--- src/rtl/ovf_event_arbiter.sv ---
// Per-channel event counters with overflow detection and a round-robin event-report port.
// Optional OVF_SATURATE_EN: counters saturate at all-ones and report on reaching it.
module ovf_event_arbiter #(
  parameter int NUM_CH = 4,
  parameter int CNT_W  = 8,
  localparam int ID_W  = $clog2(NUM_CH)
) (
  input  logic                    clk,
  input  logic                    reset,
  input  logic                    en,
  input  logic [NUM_CH-1:0]       inc,
  input  logic [NUM_CH-1:0]       clr,
  output logic [NUM_CH*CNT_W-1:0] count,
  output logic                    evt_valid,
  input  logic                    evt_ready,
  output logic [ID_W-1:0]         evt_id,
  output logic                    evt_lost,
  input  logic                    lost_clr
);

  localparam logic [CNT_W-1:0] CNT_MAX = '1;
  localparam logic [CNT_W-1:0] CNT_PEN = CNT_MAX - CNT_W'(1);

  typedef enum logic {IDLE, PRESENT} state_t;

  state_t            state_reg, state_next;
  logic [NUM_CH-1:0] pending_reg, pending_next;
  logic [NUM_CH-1:0] ovf;
  logic [NUM_CH-1:0] grant_mask;
  logic [ID_W-1:0]   evt_id_reg, evt_id_next;
  logic [ID_W-1:0]   ptr_reg, ptr_next;
  logic              evt_lost_reg, evt_lost_next;
  logic              lost_hit;

  generate
    for (genvar gi = 0; gi < NUM_CH; gi++) begin : g_ch
      logic [CNT_W-1:0] cnt_reg, cnt_next;
      logic             step;

      assign step = en && inc[gi] && !clr[gi];

`ifdef OVF_SATURATE_EN
      // Event fires on reaching all-ones; increments at all-ones are dropped.
      assign ovf[gi] = step && (cnt_reg == CNT_PEN);
      always_comb begin
        cnt_next = cnt_reg;
        if (clr[gi])
          cnt_next = '0;
        else if (step && (cnt_reg != CNT_MAX))
          cnt_next = cnt_reg + CNT_W'(1);
      end
`else
      assign ovf[gi] = step && (cnt_reg == CNT_MAX);
      always_comb begin
        cnt_next = cnt_reg;
        if (clr[gi])
          cnt_next = '0;
        else if (step)
          cnt_next = cnt_reg + CNT_W'(1);
      end
`endif

      always_ff @(posedge clk) begin
        if (reset)
          cnt_reg <= '0;
        else
          cnt_reg <= cnt_next;
      end

      assign count[gi*CNT_W +: CNT_W] = cnt_reg;
    end
  endgenerate

  // Search base: after a handshake the pointer moves past the served channel.
  logic [ID_W-1:0] id_plus1;
  logic [ID_W-1:0] base;
  assign id_plus1 = (evt_id_reg == ID_W'(NUM_CH - 1)) ? '0 : evt_id_reg + ID_W'(1);
  assign base     = (state_reg == PRESENT) ? id_plus1 : ptr_reg;

  logic            found;
  logic [ID_W-1:0] grant_idx;
  logic [ID_W:0]   sum;
  logic [ID_W-1:0] idx;

  always_comb begin
    found     = 1'b0;
    grant_idx = '0;
    sum       = '0;
    idx       = '0;
    for (int k = 0; k < NUM_CH; k++) begin
      sum = {1'b0, base} + (ID_W+1)'(k);
      if (sum >= (ID_W+1)'(NUM_CH))
        sum = sum - (ID_W+1)'(NUM_CH);
      idx = sum[ID_W-1:0];
      if (!found && pending_reg[idx]) begin
        found     = 1'b1;
        grant_idx = idx;
      end
    end
  end

  always_comb begin
    state_next  = state_reg;
    evt_id_next = evt_id_reg;
    ptr_next    = ptr_reg;
    grant_mask  = '0;
    case (state_reg)
      IDLE: begin
        if (found) begin
          grant_mask  = NUM_CH'(1) << grant_idx;
          evt_id_next = grant_idx;
          state_next  = PRESENT;
        end
      end
      PRESENT: begin
        if (evt_ready) begin
          ptr_next = id_plus1;
          if (found) begin
            grant_mask  = NUM_CH'(1) << grant_idx;
            evt_id_next = grant_idx;
          end else begin
            state_next = IDLE;
          end
        end
      end
      default: state_next = IDLE;
    endcase
  end

  // New overflows win over the grant clear; only an already-waiting event is lost.
  always_comb begin
    pending_next  = (pending_reg & ~grant_mask) | ovf;
    lost_hit      = |(ovf & pending_reg & ~grant_mask);
    evt_lost_next = evt_lost_reg;
    if (lost_hit)
      evt_lost_next = 1'b1;
    else if (lost_clr)
      evt_lost_next = 1'b0;
  end

  always_ff @(posedge clk) begin
    if (reset) begin
      state_reg    <= IDLE;
      pending_reg  <= '0;
      evt_id_reg   <= '0;
      ptr_reg      <= '0;
      evt_lost_reg <= 1'b0;
    end else begin
      state_reg    <= state_next;
      pending_reg  <= pending_next;
      evt_id_reg   <= evt_id_next;
      ptr_reg      <= ptr_next;
      evt_lost_reg <= evt_lost_next;
    end
  end

  assign evt_valid = (state_reg == PRESENT);
  assign evt_id    = evt_id_reg;
  assign evt_lost  = evt_lost_reg;

endmodule

--- config.mk ---
export PLATFORM = sky130hd
export DESIGN_NAME = ovf_event_arbiter
export DESIGN_NICKNAME = d
export VERILOG_FILES = /design/src/rtl/ovf_event_arbiter.sv
export SDC_FILE = /design/constraint.sdc
export NUM_CORES = 1
export LEC_CHECK = 0
export BUFFER_PORTS_ARGS = -buffer_cell sky130_fd_sc_hd__buf_2
export CORE_AREA = 2 2 68 70
export CTS_CLUSTER_DIAMETER = 60
export DETAILED_ROUTE_END_ITERATION = 12
export DIE_AREA = 0 0 70 72
export GPL_TIMING_DRIVEN = 0
export HOLD_SLACK_MARGIN = 0.15
export PLACE_DENSITY_LB_ADDON = 0.15
export RECOVER_POWER = 25
export SYNTH_ARGS = -nofsm -noshare
export SYNTH_HDL_FRONTEND = slang
export SYNTH_SLANG_ARGS = --single-unit
--- constraint.sdc ---
create_clock -name clk -period 2.12 [get_ports clk]
set_input_delay 0.212 -clock clk [delete_from_list [all_inputs] [get_ports clk]]
set_output_delay 0.212 -clock clk [all_outputs]
set_load 0.005 [all_outputs]
# --- Word level (Yosys, flattened, before mapping) ---
# Index checks and enable logic that the tools add are counted.
totals:
  ff_bits: 42
  input_bits: 13
op_classes:
  add_sub_neg: 12
  magnitude_cmp: 8
  eq_ne: 6
  n_shift: 1
  n_mux: 33
  bitwise_logic: 6
  reduce_logical: 29
ops:
  columns: ["operator", "count"]
  rows:
  - ["$add 8x1->8 const B", 4]
  - ["$eq 8x8->1 const B", 4]
  - ["$mux 2", 12]
  - ["$logic_and 1x1->1", 15]
  - ["$and 4x4->4", 3]
  - ["$lt 2x3->1 const B", 4]
  - ["$mux 1", 12]
  - ["$ge 3x3->1 const B", 3]
  - ["$bmux 1 s2", 4]
  - ["$mux 4", 2]
  - ["$pmux 4 s2", 1]
  - ["$reduce_or 2->1", 4]
  - ["$sub 2x1->2 const B", 4]
  - ["$logic_not 1->1", 7]
  - ["$add 2x2->3 const B", 2]
  - ["$not 4->4", 1]
  - ["$or 4x4->4", 1]
  - ["$pmux 2 s2", 1]
  - ["$reduce_or 4->1", 1]
  - ["$shl 1x2->4 const A", 1]
  - ["$add 2x1->3 const B", 1]
  - ["$ge 2x3->1 const B", 1]
  - ["$add 2x1->2 const B", 1]
  - ["$eq 2x2->1 const B", 1]
  - ["other kinds (5)", 5]

# --- Longest topological paths before layout ---
# Gate-level depths: netlist of run 1.
depth:
  depth_word: 25
  ltp_mapped: 7

# --- Worst setup path before layout of run 1 ---
# No wires, ideal clock.
synth_path:
  kind: "register -> register"
  startpoint: "register evt_id_reg[0] (netlist: evt_id[0])"
  endpoint: "register evt_lost_reg (netlist: evt_lost)"
  setup_ns: 0.130
  arrival_time_ns: 2.066
  required_ns: 1.990
  setup_slack_ns: -0.076
  stages_incl_launch_ff: 8
  n_path_buf: 0
  synth_period_minus_slack_ns: 2.196
  cell_sequence: "dfxtp_1 -> ha_1 -> mux2_2 -> a21oi_2 -> o221ai_2 -> or4_4 -> a2bb2oi_2 -> o221ai_2"
synth_via:
  elab_chain_len: 25
  word_cells_on_any_way: 50
  cone_classes: "8 x add/sub; 4 x order compare; 1 x eq/ne; 1 x shift; 26 x mux; 2 x bitwise; 8 x reduce/logical"
synth_lines:
  columns: ["item", "line_no", "source"]
  rows:
  - ["start, declared", "30", "logic [ID_W-1:0] evt_id_reg, evt_id_next;"]
  - ["start signal, assigned", "151", "evt_id_reg <= evt_id_next;"]
  - ["$add 2x1->2 or $eq 2x2->1 (tied branches)", "77", "assign id_plus1 = (evt_id_reg == ID_W'(NUM_CH - 1)) ? '0 : evt_id_reg + ID_W'(1);"]
  - ["$mux 2 (*)", "77", null]
  - ["named net id_plus1[1]", "75", "logic [ID_W-1:0] id_plus1;"]
  - ["$mux 2 (*)", "78", "assign base = (state_reg == PRESENT) ? id_plus1 : ptr_reg;"]
  - ["branches (longest 15 deep; another with $add 2x1->3)", null, null]
  - ["$mux 4 (*)", "109, 118", null]
  - ["$mux 4", "116", "if (evt_ready) begin"]
  - ["$pmux 4 s2 (*)", "107", "case (state_reg)"]
  - ["$not 4->4 (*)", "133", "lost_hit = |(ovf & pending_reg & ~grant_mask);"]
  - ["$and 4x4->4 (*)", "133", null]
  - ["$reduce_or 4->1 (*)", "133", null]
  - ["$mux 1 or $reduce_bool 2->1 (tied branches)", null, null]
  - ["end signal, assigned", "153", "evt_lost_reg <= evt_lost_next;"]
  - ["end, declared", "32", "logic evt_lost_reg, evt_lost_next;"]
# Mark *: on every way through the listed nets, which the timed path passes. The select of a mux whose other input is x is not followed.
# A chain may end at the register's enable or synchronous reset.

# --- Final worst setup path of run 1 ---
layout_path:
  startpoint: "register evt_id_reg[1] (netlist: evt_id[1])"
  endpoint: "register evt_lost_reg (netlist: evt_lost)"
# Same word-level chain as after synthesis.

==> results.json, run 1 <==
{
  "nFillCells": 391,
  "synth.distinct_cells": 39,
  "max_freq_ghz": 0.474,
  "antenna_cells": 0,
  "cts_tree": "yes",
  "grt_pass1_vias": 1626,
  "regArea_sq_um": 848,
  "dr.pass1.iters": 4,
  "dpl.hpwl_mm": 3.22,
  "nNetsFinal": 320,
  "synth_area_leader_cell": "dfxtp_1",
  "crit_type": "reg -> reg",
  "largest_reg_flops": 32,
  "critical_path_depth": 7,
  "setup_violations": 0,
  "p_leak_nw": 0.995,
  "synth.top_cell.area_share_pct": 41.5,
  "vias_per_cell": 5.29,
  "io_pins": 49,
  "initialDrtViolationCount": 121,
  "finalHoldViolations": 0,
  "worstReg2RegStart": "evt_id[1]",
  "syn_to_final_growth_pct": 25.1,
  "power_density_nw_per_um2": 547,
  "vdd_drop_max_mv": 0.461,
  "num_vias": 1879,
  "crit_path_end": "evt_lost",
  "multi_input_area_sq_um": 1190,
  "synth.area.top_cells": "dfxtp_1 (41%), xor2_1 (8.6%), nor2_1 (6.3%), a21oi_1 (4.9%), nand2_1 (4.3%)",
  "detail_route.wl_per_cell_um": 12.4,
  "dpl_cell_area_sq_um": 2350,
  "final_util_pct": 59.5,
  "netlist_instances": 241,
  "slew_violations": 0,
  "crit_buf_inv": 0,
  "dieArea_sq_um": 5040,
  "die_x_um": 70,
  "h-tree-depth": 2,
  "cts.clk_slew.worst_paths_ns": 0.08,
  "status": "finished clean",
  "critPathLaunchType": "flip-flop",
  "worst_pin_slew_ns": 0.565,
  "stdcell_area_sq_um": 2540,
  "start_util_pct": 47.5,
  "antenna_found_initial": 0,
  "syn_nets": 259,
  "grt_start_max_net_pins": 14,
  "path_cells": "ha_4 > and3_1 > o21ai_1 > o311ai_4 > or4_4 > a2bb2oi_2 > o221ai_2",
  "num_rows": 24,
  "synth-edff-count": 0,
  "wl_mm": 4.41,
  "timing.hold.ws_ns": 0.200,
  "critPathCaptureType": "flip-flop",
  "crit_arrival_ns": 2.29,
  "cp_data_required_time_ns": 2.30,
  "cp_max_fo": 5,
  "r2r_cells": 7,
  "drc": 0,
  "gp_congestion": 0.799,
  "cpMaxStageDelayCell": "or4_4",
  "synth_async_sr_flop_share_pct": 0,
  "cts_buffer_depth": 2,
  "synth-main-ff-cell": "dfxtp_1",
  "gr-total-overflow": 0,
  "finalCriticalPeriod_ns": 2.11,
  "core-area_sq_um": 4260,
  "seq_area_frac_synth_pct": 41.5,
  "worstSetupStartpoint": "evt_id[1]",
  "syn_area_per_cell_sq_um": 8.41,
  "drive_gt1_share_pct": 27.1,
  "relSlewSlack_pct": 61.8,
  "grt_util_all_layers_pct": 17.8,
  "syn_area_sq_um": 2030,
  "cts_root_buffer": "clkbuf_8",
  "synth_seq_cells": 42,
  "p_total_mw": 1.39,
  "hold_path.class": "in -> reg",
  "holdPathStages": 3,
  "ys_warn_count": 0,
  "post-route-period-util_pct": 99.5,
  "port-buffer-count": 48,
  "die_height_um": 72,
  "tns_ns": 0,
  "slowest_delay_ns": 0.55,
  "cts_buffers": 5,
  "fin_skew_ns": 0.00323,
  "worstReg2RegEnd": "evt_lost",
  "critPathTopFamily": "simple AND/OR/NAND/NOR gates",
  "cap_viol_max_count": 0,
  "grt_pass1_wl_mm": 7.18,
  "regToRegSetupSlack_ns": 0.01,
  "postRouteAntennaNets": 0,
  "cts.sinks": 42,
  "clk-insertion-delay-late_ns": 0.29
}
==> through the flow <==
step,std cells,setup WS [ns]
floorplan,241,0.0295
global placement,341,-0.112
detailed placement,341,-0.120
CTS,357,0.0159
global route,355,-0.0199
finish,355,0.0106
==> worst min-delay path by stage <==
stage | to | slack (ns) | from
3_3_place_gp | g_ch[1].cnt_reg[1] | 0.48 | g_ch[1].cnt_reg[1]
3_5_place_dp | g_ch[1].cnt_reg[1] | 0.48 | g_ch[1].cnt_reg[1]
5_1_grt | g_ch[3].cnt_reg[1] | 0.19 | inc[3]
4_1_cts | g_ch[3].cnt_reg[1] | 0.19 | inc[3]
2_1_floorplan | g_ch[2].cnt_reg[1] | 0.37 | inc[2]
6_report | g_ch[0].cnt_reg[1] | 0.20 | inc[0]
==> cells in the mapped netlist (2+ instances only) <==
master and count:
clkbuf_1 6, nand2b_1 5, o211ai_1 2, nor3b_1 2
xor2_1 20, or3_1 7, o21ai_1 3, ha_1 5
nor2_1 34, nand4_1 8, nand3_1 16, nor2b_1 2
dfxtp_1 42, or2_2 4, a21oi_1 20, nand2_1 23
xnor2_1 2, and4_1 2, inv_1 8, o221ai_2 2
o21ai_0 9, nor3_1 2
==> cells by family after synthesis <==
group / synth area share (%)
AND/OR/NAND/NOR: 27.2
AO/OA/AOI/OAI: 14.8
flip-flops: 41.5
XOR/XNOR: 9.51
buffers and inverters: 2.96
adder cells (fa/ha/maj): 3.09
multiplexers: 1.05
==> metal layers <==
layer / wire, um / GRT usage, % / part of all wire, %
met1: 2120 / 23.0 / 48
met2: 1920 / 27.6 / 44
met3: 281 / 5.97 / 6.4
met4: 84 / 7.05 / 1.9
met5: 0 / 0 / 0
==> timing repair <==
action                                  in CTS  in global routing
hold buffers                                 0                  0
pin swaps                                    4                  5
setup buffers                                8                  0
resized for setup                            6                  7
endpoints found under the setup margin       2                  1
==> power by group <==
part           internal [mW]  switching, mW  total (mW)
clock network          0.262          0.277       0.538
logic                 0.0221         0.0338      0.0558
registers              0.789        0.00386       0.793
total                   1.07          0.314        1.39
==> final cells by class <==
cell class	count	share of cell area (%)
multi-input cells	184	46.8
clock inverters	2	0.493
flip-flops and latches	42	33.4
well taps	52	2.57
plain buffers	7	1.18
clock buffers	6	3.26
inverters	8	1.18
repair buffers	54	11.1
==> placed cells by master (no fill, tap or decap), types with 7 or more instances in the layout <==
cell,instances
buf_2,45
nand3_1,15
nor2_1,34
nand2_1,23
nand4_1,8
clkbuf_1,9
o21ai_0,7
xor2_1,20
dfxtp_1,40
a21oi_1,20
buf_4,7
inv_1,8
==> worst register-to-register path, cell delays in order (launching register included) <==
cell,delay [ns]
dfxtp_4,0.36
ha_4,0.26
and3_1,0.16
o21ai_1,0.23
o311ai_4,0.16
or4_4,0.55
a2bb2oi_2,0.17
o221ai_2,0.11
(Power assumes the default switching activity.)
==> inputs of run 2 (changes only) <==
--- a/config.mk
+++ b/config.mk
@@ -10,9 +10,10 @@
 export CTS_CLUSTER_DIAMETER = 60
 export DETAILED_ROUTE_END_ITERATION = 12
 export DIE_AREA = 0 0 70 72
+export GPL_ROUTABILITY_DRIVEN = 0
 export GPL_TIMING_DRIVEN = 0
 export HOLD_SLACK_MARGIN = 0.15
-export PLACE_DENSITY_LB_ADDON = 0.15
+export PLACE_DENSITY = 0.79
 export RECOVER_POWER = 25
 export SYNTH_ARGS = -nofsm -noshare
 export SYNTH_HDL_FRONTEND = slang
==> run 2 against run 1 <==
Net effect:
- register-to-register slack improved by 0.03 ns
- sequential share of layout area is 0.12 points lower
- clock-buffer cell count is 1 lower
- utilization about the same
- via count up 2.8%
- clock skew grew 0.0077 ns
- worst hold slack lost 0.0063 ns
- combinational power up 2%
- sequential power hardly changed
- wire length up 4.5%
- cell count fell by 0.56%
==> results.json, run 2 (synthesized netlist as in run 1, its figures left out) <==
{
  "gr-total-overflow": 0,
  "relSlewSlack_pct": 58.7,
  "max_freq_ghz": 0.482,
  "multi_input_area_sq_um": 1190,
  "hold_path.class": "in -> reg",
  "drive_gt1_share_pct": 25.9,
  "stdcell_count": 353,
  "num_rows": 24,
  "slowest_delay_ns": 0.55,
  "start_util_pct": 47.5,
  "busiest_layer": "met2",
  "power_density_nw_per_um2": 591,
  "cp_data_required_time_ns": 2.30,
  "critPathTopFamily": "simple AND/OR/NAND/NOR gates",
  "cp_max_fo": 5,
  "detail_route.wl_per_cell_um": 13.1,
  "cts_buffers": 5,
  "dieArea_sq_um": 5040,
  "dpl.hpwl_mm": 3.26,
  "regArea_sq_um": 846,
  "critPathLaunchType": "flip-flop",
  "initialDrtViolationCount": 110,
  "setup_violations": 0,
  "layout_commonest_cell": "buf_2",
  "syn_to_final_growth_pct": 25.2,
  "worst_pin_slew_ns": 0.610,
  "grt_pass1_vias": 1764,
  "critPathCaptureType": "flip-flop",
  "cts_root_buffer": "clkbuf_8",
  "tns_ns": 0,
  "postRouteAntennaNets": 0,
  "dp_cells": 341,
  "path_cells": "ha_4 > and3b_1 > o21ai_2 > o21ai_2 > or4_4 > a2bb2oi_2 > o221ai_2",
  "die_height_um": 72,
  "timing.hold.ws_ns": 0.194,
  "io_pins": 49,
  "met2_usage_pct": 31.4,
  "crit_buf_inv": 0,
  "cpMaxStageDelayCell": "or4_4",
  "drc": 0,
  "h-tree-depth": 2,
  "grt_pass1_wl_mm": 7.70,
  "grt_start_max_net_pins": 15,
  "core-area_sq_um": 4260,
  "port-buffer-count": 48,
  "num_vias": 1931,
  "cap_viol_max_count": 0,
  "p_leak_nw": 0.978,
  "dpl_cell_area_sq_um": 2350,
  "crit_type": "reg -> reg",
  "cts.clk_slew.worst_paths_ns": 0.09,
  "cts_tree": "yes",
  "cts.sinks": 42,
  "stdcell_area_sq_um": 2540,
  "gr-usage-met3_pct": 5.28,
  "antenna_found_initial": 0,
  "critPathMostFrequentCell": "o21ai_2",
  "grt_util_all_layers_pct": 18.8,
  "largest_reg_flops": 32,
  "final_cell_mix": "buf_2 (42), dfxtp_1 (40), nor2_1 (34)",
  "nFillCells": 395,
  "slew_violations": 0,
  "cts_buffer_depth": 2,
  "nNetsFinal": 318,
  "wl_mm": 4.61,
  "grtUsageMet1_pct": 23.4,
  "vias_per_cell": 5.47,
  "finalCriticalPeriod_ns": 2.08,
  "antenna_cells": 0,
  "crit_arrival_ns": 2.26,
  "dr.pass1.iters": 4,
  "status": "finished clean",
  "clk-insertion-delay-late_ns": 0.30,
  "finalHoldViolations": 0,
  "cts-hold-fix-buffers": 0,
  "vdd_drop_max_mv": 0.550,
  "fin_skew_ns": 0.0109,
  "post-route-period-util_pct": 97.9,
  "die_x_um": 70
}
==> run 2: cell count changes in the layout (fill, tap and decap cells not counted) <==
cell / delta
buf_2: -3
buf_4: -2
bufinv_16: +1
clkbuf_1: +3
clkbuf_8: -1
clkinv_2: -1
clkinvlp_4: +1
dfxtp_2: +1
dfxtp_4: -1
o21ai_0: +1
o21ai_1: -2
o21ai_2: +1
==> run 2: per-stage QoR <==
stage | utilization, % | total power, mW | setup WS [ns]
after global routing | 59.5 | 1.54 | -0.0433
final | 59.5 | 1.50 | 0.0446
after floorplan | - | 0.843 | 0.0295
after detailed placement | 55.0 | 0.870 | -0.109
after CTS | 58.6 | 1.50 | 0.00126
after global placement | 55.0 | 0.869 | -0.0941
==> run 2: layout make-up <==
class,instances,share of cell area (%)
buffer,7,1.18
clock buffer,5,2.71
clock inverter,3,1.78
inverter,8,1.18
multi-input combinational,184,46.9
sequential,42,33.3
tap,52,2.56
timing repair buffer,52,10.4
==> run 2: metal layers <==
layer | vias to the layer above | part of all wire [%]
met5 | - | 0
met4 | 0 | 1.6
met3 | 10 | 5.6
met2 | 53 | 47
met1 | 915 | 46
li1 | 953 | -
==> run 2: timing repair <==
action	CTS	global route
setup endpoints to repair	2	1
pin swaps	3	4
hold endpoints to repair	0	0
buffers inserted	3	1
gates resized for setup	4	8
==> run 2: worst paths after layout <==
kind	slack, ns	from	end	depth (start not counted)
min reg2reg	0.50	g_ch[3].cnt_reg[1]	g_ch[3].cnt_reg[1]	2
min	0.19	inc[0]	g_ch[0].cnt_reg[1]	3
max reg2reg	0.04	evt_id[0]	evt_lost	7
max	0.04	evt_id[0]	evt_lost	7
==> run 2: power by group <==
part / total [mW] / internal [mW] / switching, mW
clock: 0.649 / 0.350 / 0.299
combinational: 0.0567 / 0.0219 / 0.0348
sequential: 0.794 / 0.790 / 0.00391
total: 1.50 / 1.16 / 0.338
==> run 2: tightest hold or removal path, stage by stage <==
cell and delay, ns:
buf_2 0.11, nand3_1 0.08, a21oi_1 0.06
